[src/rtl/seq_magnitude_comparator_pkg.sv]
// seq_cmp_pkg: shared types and helpers for the sequential magnitude comparator.
//   cmp_state_e : controller states (IDLE, COMPARE, DONE)
//   cmp_res_t   : result encoding {gt, lt, eq} with constants RES_GT/RES_LT/RES_EQ
//   flip_msb    : signed-mode sign-bit inversion applied at operand capture
package seq_cmp_pkg;

  typedef enum logic [1:0] {
    IDLE    = 2'd0,
    COMPARE = 2'd1,
    DONE    = 2'd2
  } cmp_state_e;

  // Bit order matches the output flags {xgty, xlty, xeqy}.
  typedef logic [2:0] cmp_res_t;
  localparam cmp_res_t RES_GT = 3'b100;
  localparam cmp_res_t RES_LT = 3'b010;
  localparam cmp_res_t RES_EQ = 3'b001;

  // Inverting the sign bit maps two's-complement order onto unsigned order,
  // so the chunk datapath only ever performs unsigned compares.
  function automatic logic flip_msb(input logic msb, input logic is_signed);
    return msb ^ is_signed;
  endfunction

endpackage

[src/rtl/seq_magnitude_comparator_if.sv]
// seq_magnitude_comparator_if: handshake and data bundle for the comparator.
//   Input side : in_valid, in_ready, x, y, is_signed
//   Output side: out_valid, out_ready, xgty, xlty, xeqy, busy
//   Modports   : master (producer/consumer side), slave (comparator side)
interface seq_magnitude_comparator_if #(
  parameter int W = 32
);
  logic         in_valid;
  logic         in_ready;
  logic [W-1:0] x;
  logic [W-1:0] y;
  logic         is_signed;
  logic         out_valid;
  logic         out_ready;
  logic         xgty;
  logic         xlty;
  logic         xeqy;
  logic         busy;

  modport master (
    output in_valid, x, y, is_signed, out_ready,
    input  in_ready, out_valid, xgty, xlty, xeqy, busy
  );

  modport slave (
    input  in_valid, x, y, is_signed, out_ready,
    output in_ready, out_valid, xgty, xlty, xeqy, busy
  );
endinterface

[src/rtl/seq_magnitude_comparator_cmp_chunk.sv]
// cmp_chunk: combinational unsigned comparator for one C-bit chunk.
//   a, b : chunk operands
//   gt   : a > b,  lt : a < b,  eq : a == b
module cmp_chunk #(
  parameter int C = 4
) (
  input  logic [C-1:0] a,
  input  logic [C-1:0] b,
  output logic         gt,
  output logic         lt,
  output logic         eq
);
  assign gt = (a > b);
  assign lt = (a < b);
  assign eq = (a == b);
endmodule

[src/rtl/seq_magnitude_comparator.sv]
// seq_magnitude_comparator: multi-cycle W-bit magnitude compare, MSB-first,
// one C-bit chunk per clock, unsigned or two's-complement per operation.
//   clk   : rising-edge clock
//   rst_n : asynchronous active-low reset
//   bus   : slave modport of seq_magnitude_comparator_if (valid/ready in,
//           valid/ready out, operands, is_signed, xgty/xlty/xeqy, busy)
// Build option SEQ_CMP_EARLY_EXIT_EN: when defined, COMPARE ends on the first
// differing chunk; otherwise it always runs W/C cycles. Results are identical.
import seq_cmp_pkg::*;

module seq_magnitude_comparator #(
  parameter int W = 32,
  parameter int C = 4
) (
  input logic                      clk,
  input logic                      rst_n,
  seq_magnitude_comparator_if.slave bus
);
  localparam int NC = W / C;
  localparam int IW = (NC > 1) ? $clog2(NC) : 1;

  localparam logic [1:0] ST_IDLE    = IDLE;
  localparam logic [1:0] ST_COMPARE = COMPARE;
  localparam logic [1:0] ST_DONE    = DONE;

  generate
    if ((C < 1) || (C > W) || ((W % C) != 0)) begin : g_param_check
      $error("seq_magnitude_comparator: need 1 <= C <= W and W %% C == 0");
    end
  endgenerate

  logic [1:0]    state;
  logic [W-1:0]  xr;
  logic [W-1:0]  yr;
  logic [IW-1:0] idx;
  logic          decided;
  cmp_res_t      res;

  logic [W-1:0]  xcap;
  logic [W-1:0]  ycap;
  logic [C-1:0]  xc;
  logic [C-1:0]  yc;
  logic          c_gt;
  logic          c_lt;
  logic          c_eq;

  // Capture path: sign-bit flip makes the chunk compare order-correct for signed.
  always_comb begin
    xcap        = bus.x;
    ycap        = bus.y;
    xcap[W-1]   = flip_msb(bus.x[W-1], bus.is_signed);
    ycap[W-1]   = flip_msb(bus.y[W-1], bus.is_signed);
  end

  // Single chunk comparator, fed by an index-driven mux.
  assign xc = xr[int'(idx)*C +: C];
  assign yc = yr[int'(idx)*C +: C];

  cmp_chunk #(.C(C)) u_cmp_chunk (
    .a  (xc),
    .b  (yc),
    .gt (c_gt),
    .lt (c_lt),
    .eq (c_eq)
  );

  always_ff @(posedge clk or negedge rst_n) begin
    if (!rst_n) begin
      state   <= ST_IDLE;
      xr      <= '0;
      yr      <= '0;
      idx     <= '0;
      decided <= 1'b0;
      res     <= '0;
    end else begin
      case (state)
        ST_IDLE: begin
          if (bus.in_valid) begin
            xr      <= xcap;
            yr      <= ycap;
            idx     <= IW'(NC - 1);
            decided <= 1'b0;
            state   <= ST_COMPARE;
          end
        end
        ST_COMPARE: begin
          // First difference wins; later chunks cannot overwrite it.
          if (!decided && !c_eq) begin
            decided <= 1'b1;
            res     <= c_gt ? RES_GT : RES_LT;
          end else if (!decided && (idx == '0)) begin
            res     <= RES_EQ;
          end
`ifdef SEQ_CMP_EARLY_EXIT_EN
          if ((!decided && !c_eq) || (idx == '0)) begin
            state <= ST_DONE;
          end else begin
            idx <= idx - IW'(1);
          end
`else
          if (idx == '0) begin
            state <= ST_DONE;
          end else begin
            idx <= idx - IW'(1);
          end
`endif
        end
        ST_DONE: begin
          if (bus.out_ready) begin
            state <= ST_IDLE;
          end
        end
        default: state <= ST_IDLE;
      endcase
    end
  end

  // All outputs decode registered state only.
  assign bus.in_ready  = (state == ST_IDLE);
  assign bus.busy      = (state != ST_IDLE);
  assign bus.out_valid = (state == ST_DONE);
  assign bus.xgty      = res[2];
  assign bus.xlty      = res[1];
  assign bus.xeqy      = res[0];

endmodule

[src/flat_wrapper.sv]
// flat-port wrapper written by rule: the top's interface ports become plain ports
module seq_magnitude_comparator_flat 
#(
  parameter int W = 32,
  parameter int C = 4
)
  (clk, rst_n, bus_in_valid, bus_x, bus_y, bus_is_signed, bus_out_ready, bus_in_ready, bus_out_valid, bus_xgty, bus_xlty, bus_xeqy, bus_busy);
  seq_magnitude_comparator_if #(.W(W)) bus_i ();
  input logic clk;
  input logic rst_n;
  input wire logic [$bits(bus_i.in_valid)-1:0] bus_in_valid;
  input wire logic [$bits(bus_i.x)-1:0] bus_x;
  input wire logic [$bits(bus_i.y)-1:0] bus_y;
  input wire logic [$bits(bus_i.is_signed)-1:0] bus_is_signed;
  input wire logic [$bits(bus_i.out_ready)-1:0] bus_out_ready;
  output wire logic [$bits(bus_i.in_ready)-1:0] bus_in_ready;
  output wire logic [$bits(bus_i.out_valid)-1:0] bus_out_valid;
  output wire logic [$bits(bus_i.xgty)-1:0] bus_xgty;
  output wire logic [$bits(bus_i.xlty)-1:0] bus_xlty;
  output wire logic [$bits(bus_i.xeqy)-1:0] bus_xeqy;
  output wire logic [$bits(bus_i.busy)-1:0] bus_busy;
  assign bus_i.in_valid = bus_in_valid;
  assign bus_i.x = bus_x;
  assign bus_i.y = bus_y;
  assign bus_i.is_signed = bus_is_signed;
  assign bus_i.out_ready = bus_out_ready;
  assign bus_in_ready = bus_i.in_ready;
  assign bus_out_valid = bus_i.out_valid;
  assign bus_xgty = bus_i.xgty;
  assign bus_xlty = bus_i.xlty;
  assign bus_xeqy = bus_i.xeqy;
  assign bus_busy = bus_i.busy;
  seq_magnitude_comparator #(.W(W), .C(C)) u_core (.clk(clk), .rst_n(rst_n), .bus(bus_i));
endmodule
[config.mk]
export PLATFORM = sky130hd
export DESIGN_NAME = seq_magnitude_comparator_flat
export DESIGN_NICKNAME = d
export VERILOG_FILES = /design/src/rtl/seq_magnitude_comparator_pkg.sv /design/src/rtl/seq_magnitude_comparator_if.sv /design/src/rtl/seq_magnitude_comparator_cmp_chunk.sv /design/src/rtl/seq_magnitude_comparator.sv /design/src/flat_wrapper.sv
export SDC_FILE = /design/constraint.sdc
export NUM_CORES = 1
export LEC_CHECK = 0
export ABC_AREA = 0
export CORE_MARGIN = 5
export CORE_UTILIZATION = 46
export CTS_CLUSTER_DIAMETER = 30
export CTS_CLUSTER_SIZE = 24
export DETAILED_ROUTE_END_ITERATION = 12
export PLACE_DENSITY_LB_ADDON = 0.25
export REMOVE_ABC_BUFFERS = 1
export SLEW_MARGIN = 20
export SYNTH_ARGS = -nofsm -noshare
export SYNTH_HDL_FRONTEND = slang
export SYNTH_SLANG_ARGS = --single-unit
[constraint.sdc]
create_clock -name clk -period 2 [get_ports clk]
set_input_delay 0.3 -clock clk [delete_from_list [all_inputs] [get_ports clk]]
set_output_delay 0.3 -clock clk [all_outputs]
set_load 0.005 [all_outputs]
Word level (Yosys, flattened, before mapping)
Index checks and enable logic that the tools add are counted.
{"block": "totals", "regBits": 73, "in_bits": 69, "output_inout_bits": 6, "elab_cells": 47}
{"block": "classes", "addsub": 1, "magnitude_cmp": 1, "eq_ne": 8, "shift": 2, "muxes": 13, "n_bitwise": 2, "reduce_logical": 14}
{"operator": "indexed part select 32 x 6 -> 4 bit", "count": 2}
{"operator": "two-way mux 3 bit", "count": 5}
{"operator": "AND reduction 3 bit", "count": 3}
{"operator": "two-way mux 2 bit", "count": 3}
{"operator": "!= test 2 bit, second input constant", "count": 3}
{"operator": "one-hot mux 2 bit (3 select lines)", "count": 1}
{"operator": "one-hot mux 3 bit (2 select lines)", "count": 1}
{"operator": "nonzero test 2 bit", "count": 3}
{"operator": "equality test 4 bit", "count": 1}
{"operator": "greater-than comparator 4 bit", "count": 1}
{"operator": "!= test 2 x 1 -> 1 bit, second input constant", "count": 2}
{"operator": "AND reduction 2 bit", "count": 2}
{"operator": "logical NOT 3 bit", "count": 1}
{"operator": "subtractor 3 x 1 -> 3 bit, second input constant", "count": 1}
{"operator": "equality test 2 x 1 -> 1 bit, second input constant", "count": 1}
{"operator": "equality test 2 bit, second input constant", "count": 1}
{"operator": "logical AND 1 bit", "count": 2}
{"operator": "logical NOT 1 bit", "count": 2}
{"operator": "logical NOT 2 bit", "count": 1}
{"operator": "two-way mux 1 bit", "count": 2}
{"operator": "one-hot mux 1 bit (2 select lines)", "count": 1}
{"operator": "bitwise XOR 1 bit", "count": 2}

Logic depth before layout (Yosys ltp)
Gate-level depths: netlist (run 1).
{"block": "depth", "ltp_word": 6, "mapped_depth": 9, "mapped_depth_nobuf": 7}

Modules after synthesis
Synthesis (run 1) repeated with hierarchy kept, for this count alone.
{"block": "hier_totals", "hier_cells": 249, "area_unflattened_um2": 3487.1}
{"module": "seq_magnitude_comparator", "instances": 1, "cells_per_inst": 233, "area_each_um2": 3358.2, "seq_area_each_um2": 1826.8}
{"module": "cmp_chunk", "instances": 1, "cells_per_inst": 16, "area_each_um2": 128.9, "seq_area_each_um2": 0.0}

Least setup slack after synthesis (run 1)
Ideal clock, no wire load.
{"block": "synth_timing", "path_type": "reg2reg", "from": "register u_core.idx[0]", "to": "register u_core.res[2]", "setup_ns": 0.121, "arrival_ns": 2.070, "required_ns": 1.879, "setup_slack_ns": -0.191, "path_stages_with_launch": 8, "n_path_buf": 1, "period_less_slack_ns": 2.191, "cell_sequence": "dfrtp_1 buf_4 mux4_2 mux2_2 ha_1 nand4_1 and2_1 a22o_1"}
{"block": "synth_between", "elab_chain_len": 6, "elab_cells_between_ends": 12, "cone_classes": "1 x order compare; 1 x eq/ne; 2 x shift; 2 x mux; 6 x reduce/logical"}
{"item": "start: declaration", "line": "seq_magnitude_comparator.sv:35", "rtl": "logic [IW-1:0] idx;"}
{"item": "start signal: assignment", "line": "seq_magnitude_comparator.sv:81", "rtl": "idx <= IW'(NC - 1);"}
{"item": "start signal: assignment", "line": "seq_magnitude_comparator.sv:104", "rtl": "idx <= idx - IW'(1);"}
{"item": "parallel branches: the longest is 6 deep, another holds greater-than comparator 4 bit"}
{"item": "end signal: assignment", "line": "seq_magnitude_comparator.sv:90", "rtl": "res <= c_gt ? RES_GT : RES_LT;"}
{"item": "end: declaration", "line": "seq_magnitude_comparator.sv:37", "rtl": "cmp_res_t res;"}
Parallel ways; which one is timed is not known.
A chain may end at the register's enable or synchronous reset.

Worst setup path in the final report (run 1)
Same ends and word-level chain as after synthesis.

==> impl.org, run 1 <==
** Outcome
- The flow ran to the end, but the final reports show violations.
- Violated checks :: negative setup slack

** Floorplanning
- In this run the standard cell core region covers 0.00729 sq mm.
- Die Y-Extent :: 96.7 microns
- The die is 96.7 microns wide.
- Total Die Area :: 0.00936 sq mm
- In this run the core area contains 31 standard-cell rows.
- For this configuration, the core starts out at a cell density of 47.5%.
- IO Count :: 75

** Global route
- Global routing consumed, over all layers together, 15.9% of the routing resources.
- Number of antenna violations at the first check in global routing :: 0
- Pin count of the biggest net entering global routing :: 53
- Vias in the first global route :: 2469
- Total overflow reported by the global router :: 0
- Wire length of the first global-routing pass :: 12000 microns

** Yosys
- Distinct cell type count after synthesis :: 28
- Share of synthesized area occupied by flip-flops and latches :: 52.8%
- Yosys attributes the largest share of cell area to sky130_fd_sc_hd__dfrtp_1 53%, sky130_fd_sc_hd__mux2_2 17%, sky130_fd_sc_hd__mux4_2 10%.
- Post-synthesis area per instance :: 15.2 sq um
- The top cell type by area accounts for 52.8% of the synthesized area.
- Post-Syn Instances :: 227
- Cell taking the most area after synthesis :: sky130_fd_sc_hd__dfrtp_1
- Counting flops with a built-in enable in the synthesized netlist gives 0.
- The most used flip-flop cell after synthesis is sky130_fd_sc_hd__dfrtp_1.
- FFs w/ async S/R, synth :: 100%
- The synthesized netlist occupies a cell area of 0.00346 sq mm.
- Counting flops and latches in the post-synthesis netlist gives 73.
- For this run, the number of Yosys warnings is 0.

** Detailed routing
- Vias after detailed routing :: 2204
- Using the TritonRoute via totals, the vias-per-cell ratio works out to 5.21.
- Number of search-and-repair iterations in the first detailed-routing pass :: 6
- Detailed router's first-iteration violation count :: 75
- Once detail routing completed, the nets flagged for antenna violations numbered 0.
- In the routed design, unresolved DRC markers number 0.
- Summed over all layers, the routed wires come to 6970 microns.
- After detailed routing, the average wire length per cell comes to 16.5 microns.

** Cells and area
- In the final layout, flip-flops and latches occupy 0.00183 sq mm.
- # fillers :: 573
- Of the cells placed in the final design, the portion with a size suffix greater than 1 is 40.1%.
- Final std cell area, no fill :: 0.00470 sq mm
- The final layout contains 395 nets.
- Compared with the post-synthesis result, the final layout area differs by 35.8%.
- Antenna Cells :: 0
- Multi-input gate area in the final layout :: 0.00159 sq mm

** Pwr
- PwrDens :: 1610 mW/mm^2
- Lkg Pwr :: 1.96 nW
- Peak VDD IR :: 0.658 mV

** Clock tree
- CTS placed an instance of sky130_fd_sc_hd__clkbuf_8 at the clock tree root.
- Sink Count :: 73
- H-tree levels :: 3
- Clock slew seen by the registers of the worst setup and hold paths :: 70 ps
- The longest clock path from root to sink contains 2 buffers.
- TritonCTS built the clock tree.
- Cts bufs inserted :: 9
- Later-pin clock latency in the skew report :: 340 ps

** STA
- The number of max-slew violations in the final report was 0.
- At the pin with the least slew margin, the transition time is 491 ps.
- Between clock sinks in the finished design, the worst skew comes to 4.35 ps.
- Final clock period utilization by the worst path :: 112%
- Worst max-slew margin expressed relative to the limit :: 67.2%
- Highest achievable clock rate :: 447 MHz
- Across all setup checks in the final design, the least slack found is -235 ps.
- Clock period minus final worst setup slack :: 2240 ps
- Setup repair after global routing could not meet its margin everywhere.
- Setup total negative slack on the finished layout was measured at -623 ps.
- Total setup violations reported at the end of the flow :: 4
- The count of final hold-check violations is 0.

** Critical path
- Type of the worst setup path :: reg2reg
- Maximum fanout along the worst path :: 5
- Required time of the critical path :: 2230 ps
- Endpoint class of the critical path :: flip-flop
- Signal arrival time at the worst endpoint :: 2460 ps
- Startpoint Class :: flip-flop

** Place
- RD Place Congestion :: 0.799
- Detailed placement finished with a half-perimeter wire length of 5010 microns.
- # port buffers :: 74
- At the placement stage, the worst setup path has a slack of -274 ps.
- Placed inst area :: 0.00439 sq mm

** Flow run
- The tool flagged a number of max-cap violations equal to 0.

** Min path
- The worst hold path belongs to the class in2async.
-- cell usage after synthesis, types with 3 or more instances --
cell and instances:
sky130_fd_sc_hd__mux2_4 14, sky130_fd_sc_hd__buf_6 5, sky130_fd_sc_hd__mux4_2 16, sky130_fd_sc_hd__mux2_2 53, sky130_fd_sc_hd__buf_2 7, sky130_fd_sc_hd__a21oi_1 8, sky130_fd_sc_hd__o21ai_0 5, sky130_fd_sc_hd__nor2_1 9
sky130_fd_sc_hd__mux2i_1 4, sky130_fd_sc_hd__dfrtp_1 73, sky130_fd_sc_hd__nand2_1 3, sky130_fd_sc_hd__ha_1 6, sky130_fd_sc_hd__inv_1 6
-- placed cells by master, fill, tap and decap left out, types with 2 or more instances in the layout --
cell type,count
sky130_fd_sc_hd__a21oi_1,8
sky130_fd_sc_hd__a22o_1,2
sky130_fd_sc_hd__buf_12,2
sky130_fd_sc_hd__buf_4,17
sky130_fd_sc_hd__buf_6,3
sky130_fd_sc_hd__clkbuf_8,11
sky130_fd_sc_hd__clkdlybuf4s50_1,73
sky130_fd_sc_hd__clkinv_2,2
sky130_fd_sc_hd__dfrtp_1,73
sky130_fd_sc_hd__ha_1,3
sky130_fd_sc_hd__ha_4,3
sky130_fd_sc_hd__inv_1,6
sky130_fd_sc_hd__mux2_2,51
sky130_fd_sc_hd__mux2_4,16
sky130_fd_sc_hd__mux2i_4,2
sky130_fd_sc_hd__mux4_2,16
sky130_fd_sc_hd__nand2_1,3
sky130_fd_sc_hd__nor2_1,9
sky130_fd_sc_hd__nor3_1,2
sky130_fd_sc_hd__o21ai_0,2
sky130_fd_sc_hd__o21ai_1,2
sky130_fd_sc_hd__xnor2_1,2
-- critical path, cell delays in order (launching register included) --
cell and delay (ps):
sky130_fd_sc_hd__dfrtp_1 380, sky130_fd_sc_hd__buf_6 140, sky130_fd_sc_hd__buf_4 120, sky130_fd_sc_hd__mux4_2 490, sky130_fd_sc_hd__mux2i_2 260, sky130_fd_sc_hd__ha_4 250
sky130_fd_sc_hd__a21oi_1 130, sky130_fd_sc_hd__o21ai_0 110, sky130_fd_sc_hd__a22o_1 240
-- power breakdown --
group	switching [mW]	total (mW)	internal (mW)
registers	0.461	2.69	2.23
clock network	0.509	1.14	0.634
logic	1.36	3.73	2.37
total	2.33	7.56	5.23
-- registers in the layout (all words and copies together), names as in the netlist --
signal	cells
u_core.res	3
u_core.state	2
u_core.yr	32
u_core.decided	1
u_core.idx	3
u_core.xr	32
-- kinds of logic after synthesis --
| family | share of synthesized area [%] |
|---|---|
| AO/OA/AOI/OAI | 3.07 |
| XOR/XNOR | 0.506 |
| adder cells (fa/ha/maj) | 2.17 |
| buffers and inverters | 3.62 |
| flip-flops | 52.8 |
| multiplexers | 34.9 |
| AND/OR/NAND/NOR | 2.97 |
-- per-layer routing --
layer	vias to the layer above	track usage (%)	share of wire [%]
li1	1010	-	-
met1	1105	21.8	46
met2	73	23.7	47
met3	16	4.03	4.5
met4	0	7.88	2.6
met5	-	0	0
-- final cells by class --
class | instances | share of cell area [%]
multi-input cells | 134 | 33.8
well taps | 99 | 2.64
repair buffers | 96 | 20.0
flip-flops and latches | 73 | 38.9
inverters | 6 | 0.479
clock buffers | 12 | 3.30
clock inverters | 3 | 0.852
-- path summary, 6_finish.rpt --
| path | start | end | slack (ps) | cells after the start |
|---|---|---|---|---|
| worst max-delay path | u_core.idx[0]$_DFFE_PN0P_ | u_core.res[2]$_DFFE_PN0P_ | -240 | 8 |
| worst min-delay path | rst_n | u_core.xr[22]$_DFFE_PN0P_ | 390 | 2 |
| worst max register to register | u_core.idx[0]$_DFFE_PN0P_ | u_core.res[2]$_DFFE_PN0P_ | -240 | 8 |
| worst min register to register | u_core.yr[25]$_DFFE_PN0P_ | u_core.yr[25]$_DFFE_PN0P_ | 500 | 1 |
| max in group asynchronous | rst_n | u_core.idx[1]$_DFFE_PN0P_ | 1050 | 3 |
| min in group clk | u_core.yr[25]$_DFFE_PN0P_ | u_core.yr[25]$_DFFE_PN0P_ | 500 | 1 |
-- stage by stage --
step / instances / hold WS (ps) / total power, mW / utilization (%)
finish: 423 / 388 / 7.56 / 64.4
global route: 423 / 404 / 8.11 / 64.4
CTS: 423 / 386 / 7.54 / 64.4
detailed placement: 405 / 207 / 5.93 / 60.2
global placement: 405 / 209 / 5.85 / 60.2
floorplan: 213 / 4.41 / 4.85 / -
-- what timing repair did --
action | in CTS | in global routing
hold endpoints to repair | 21 | 0
gates resized for setup | 15 | 3
setup buffers | 2 | 0
endpoints found under the setup margin | 4 | 5
hold buffers | 1 | 0
pin swaps | 6 | 2
No activity file was read; power rests on OpenSTA's default activity.
==> run 2: changes to the inputs <==
--- a/config.mk
+++ b/config.mk
@@ -11,9 +11,9 @@
 export CTS_CLUSTER_DIAMETER = 30
 export CTS_CLUSTER_SIZE = 24
 export DETAILED_ROUTE_END_ITERATION = 12
+export GPL_TIMING_DRIVEN = 0
 export PLACE_DENSITY_LB_ADDON = 0.25
 export REMOVE_ABC_BUFFERS = 1
-export SLEW_MARGIN = 20
 export SYNTH_ARGS = -nofsm -noshare
 export SYNTH_HDL_FRONTEND = slang
 export SYNTH_SLANG_ARGS = --single-unit
==> impl.org, run 2 (synthesized netlist as in run 1, its figures left out) <==
** Global route
- Number of antenna violations at the first check in global routing :: 0 (unchanged)
- Total overflow reported by the global router :: 0 (unchanged)
- Wire length of the first global-routing pass :: 11900 microns (-0.97%)
- The global-route usage over all layers came to 16.0% (+0.095 points).
- Pin count of the biggest net entering global routing :: 40 (-25%)
- The number of global-route vias before repair came to 2359 (-4.5%).

** Place
- Half-perimeter wire length after detailed placement :: 4600 microns (-8.2%)
- # port buffers :: 74 (unchanged)
- The pre-CTS setup slack came to -1090 ps (-819 ps).
- Count of placed standard cells including taps :: 387 (-4.4%)
- The routability congestion estimate was 0.732 (-8.4%).
- The standard cell area after detailed placement came to 0.00424 sq mm (-3.4%).

** Pwr
- Relative contribution of sequential cells to total power :: 37.6% (+2.0 points)
- Switching power share of the total :: 31.7% (+0.84 points)
- Final Total Pwr :: 7.40 mW (-2.2%)
- Total internal power :: 5.05 mW (-3.4%)
- The fraction of power consumed by combinational cells was 49.5% (+0.2 points).
- The net switching power of the design was 2.34 mW (+0.47%).
- Lkg Pwr :: 1.91 nW (-2.8%)
- Share of total power in the clock network :: 12.9% (-2.2 points)
- The largest vdd supply drop is 0.620 mV (-5.8%).
- The areal power density over the cells is 1600 mW/mm^2 (-0.82%).

** Critical path
- The maximum single-stage delay on the critical path came to 490 ps (about the same).
- The peak fanout along the critical path is 6 (+1).
- On the critical path the largest part of the delay comes from multiplexers.
- Type of the worst setup path :: reg2reg
- The data arrival time of the critical path is 2520 ps (+60 ps).
- Cell breakdown of the critical path :: buf_12 > mux4_2 > mux2_4 > ha_4 > nand4_1 > and2_4 > a22o_1
- The buffer and inverter count on the worst path is 1 (-1).
- Endpoint class of the critical path :: flip-flop
- The worst setup path is launched from a flip-flop.
- Critical-path cell with the highest stage delay :: sky130_fd_sc_hd__mux4_2
- Required time of the critical path :: 2230 ps (about the same)

** STA
- The number of max-slew violations in the final report is 0 (unchanged).
- The least setup slack across all paths after layout is -294 ps (-58.8 ps).
- Setup repair after global routing missed its margin :: true
- The total setup violations reported at the end of the flow is 4 (unchanged).
- The fraction of the cycle the final worst path needs came to 115% (+2.9 points).
- The fmax was 436 MHz (-2.6%).
- The relative max-transition margin came to 46.0% (-21 points).
- Clock period minus final worst setup slack :: 2290 ps (+58.8 ps)
- The transition time of the tightest slew-check pin is 809 ps (+319 ps).
- Total count of hold-check failures in the final report :: 0 (unchanged)
- Hold slack final :: 464 ps (+75.7 ps)
- Setup_tns :: -892 ps (-269 ps)
- The final worst clock skew was 7.17 ps (+2.82 ps).

** Floorplanning
- IO Count :: 75 (unchanged)
- Effective utilization at floorplan :: 47.5% (unchanged)
- Total Die Area :: 0.00936 sq mm (unchanged)
- Standard-cell rows :: 31 (unchanged)
- Core Box Area :: 0.00729 sq mm (unchanged)
- Die Y-Extent :: 96.7 microns (unchanged)
- Horizontal die dimension :: 96.7 microns (unchanged)

** Detailed routing
- Count of nets left with antenna violations after detail routing :: 0 (unchanged)
- The average wire per standard cell is 17.2 microns (+4.6%).
- Vias after detailed routing :: 2119 (-3.9%)
- Via density per instance :: 5.16 (-1.0%)
- Detailed router's first-iteration violation count :: 64 (-15%)
- Number of search-and-repair iterations in the first detailed-routing pass :: 4 (-2)
- The total routed wirelength is 7080 microns (+1.6%).
- The remaining routing DRC violations came to 0 (unchanged).

** Clock tree
- Clock slew seen by the registers of the worst setup and hold paths :: 70 ps (about the same)
- The number of sinks driven by the clock tree is 73 (unchanged).
- TritonCTS built the clock tree.
- Clock tree buffer depth :: 2 (unchanged)
- The source-to-sink clock delay at the later pin of the worst-skew pair is 330 ps (about the same).
- The number of CTS-inserted buffers came to 9 (unchanged).
- H-tree levels :: 3 (unchanged)
- The root buffer cell chosen for the clock tree is sky130_fd_sc_hd__clkbuf_8.

** Min path
- In this run the worst hold path is classified as in2async.

** Cells and area
- The count of nets after finishing came to 385 (-2.5%).
- Most frequent cells in the layout :: 73 x sky130_fd_sc_hd__clkdlybuf4s50_1, 71 x sky130_fd_sc_hd__dfrtp_1, 49 x sky130_fd_sc_hd__mux2_2, 18 x sky130_fd_sc_hd__mux2_4, 16 x sky130_fd_sc_hd__mux4_2
- The diode insertion count for antenna repair is 0 (unchanged).
- Leaving out fill and tap cells, the most frequent cell in the layout is sky130_fd_sc_hd__clkdlybuf4s50_1.
- Growth of design area from synthesis to finish :: 33.9%
- The final core utilization was 63.6% (-0.89 points).
- Final std cell area, no fill :: 0.00463 sq mm (-1.4%)
- Biggest regs :: u_core.xr x32, u_core.yr x32
- Final Non-Filler Cells :: 411 (-2.8%)
- Proportion of layout cells with a drive suffix above 1 :: 38.5% (-1.7 points)
- # fillers :: 579 (+1.0%)

** Outcome
- The checks that failed: negative setup slack.
- The run finished, with violations left.

** Flow run
- The number of violations of the max-capacitance limit is 0 (unchanged).
==> run 2: cell type report <==
type | instances | area, sq um | area share, %
Multi-Input combinational cell | 135 | 1640 | 35.3
Timing Repair Buffer | 85 | 868 | 18.7
Sequential cell | 73 | 1830 | 39.6
Inverter | 6 | 22.5 | 0.486
Tap cell | 99 | 124 | 2.67
Clock buffer | 12 | 145 | 3.13
Clock inverter | 1 | 5.00 | 0.108
==> run 2: final timing paths <==
| path | start | end | slack (ps) | depth (start not counted) |
|---|---|---|---|---|
| max | u_core.idx[0]$_DFFE_PN0P_ | u_core.res[2]$_DFFE_PN0P_ | -290 | 7 |
| min | rst_n | u_core.xr[26]$_DFFE_PN0P_ | 460 | 2 |
| max reg2reg | u_core.idx[0]$_DFFE_PN0P_ | u_core.res[2]$_DFFE_PN0P_ | -290 | 7 |
| min reg2reg | u_core.res[1]$_DFFE_PN0P_ | u_core.res[1]$_DFFE_PN0P_ | 480 | 2 |
| max in group asynchronous | rst_n | u_core.idx[1]$_DFFE_PN0P_ | 950 | 3 |
| min in group clk | u_core.res[1]$_DFFE_PN0P_ | u_core.res[1]$_DFFE_PN0P_ | 480 | 2 |
==> run 2: power by group through the flow <==
stage	Combinational (mW)	Sequential, mW	Clock, mW
2_1_floorplan	2.20	2.65	0
3_3_place_gp	2.76	2.84	0
3_5_place_dp	2.84	2.88	0
4_1_cts	3.62	2.79	0.979
5_1_grt	4.06	2.89	1.05
6_report	3.66	2.78	0.952
==> run 2: repair_timing <==
action / CTS / global route
pin swaps: 6 / 2
resized for setup: 22 / 6
hold endpoints to repair: 34 / 0
hold buffers: 1 / 0
setup endpoints to repair: 67 / 8
cloned: 1 / 0
setup buffers: 7 / 2
==> run 2: worst register-to-register path, stage by stage, from the launching register on <==
cell,delay (ps)
sky130_fd_sc_hd__dfrtp_4,460
sky130_fd_sc_hd__buf_12,130
sky130_fd_sc_hd__mux4_2,500
sky130_fd_sc_hd__mux2_4,300
sky130_fd_sc_hd__ha_4,270
sky130_fd_sc_hd__nand4_1,150
sky130_fd_sc_hd__and2_4,180
sky130_fd_sc_hd__a22o_1,190
==> run 2: per-layer routing <==
layer,global-route usage (%),up-vias,share of wire (%)
li1,-,996,-
met1,21.5,1059,45
met2,24.2,56,49
met3,5.76,8,4.8
met4,5.51,0,1.0
met5,0,-,0
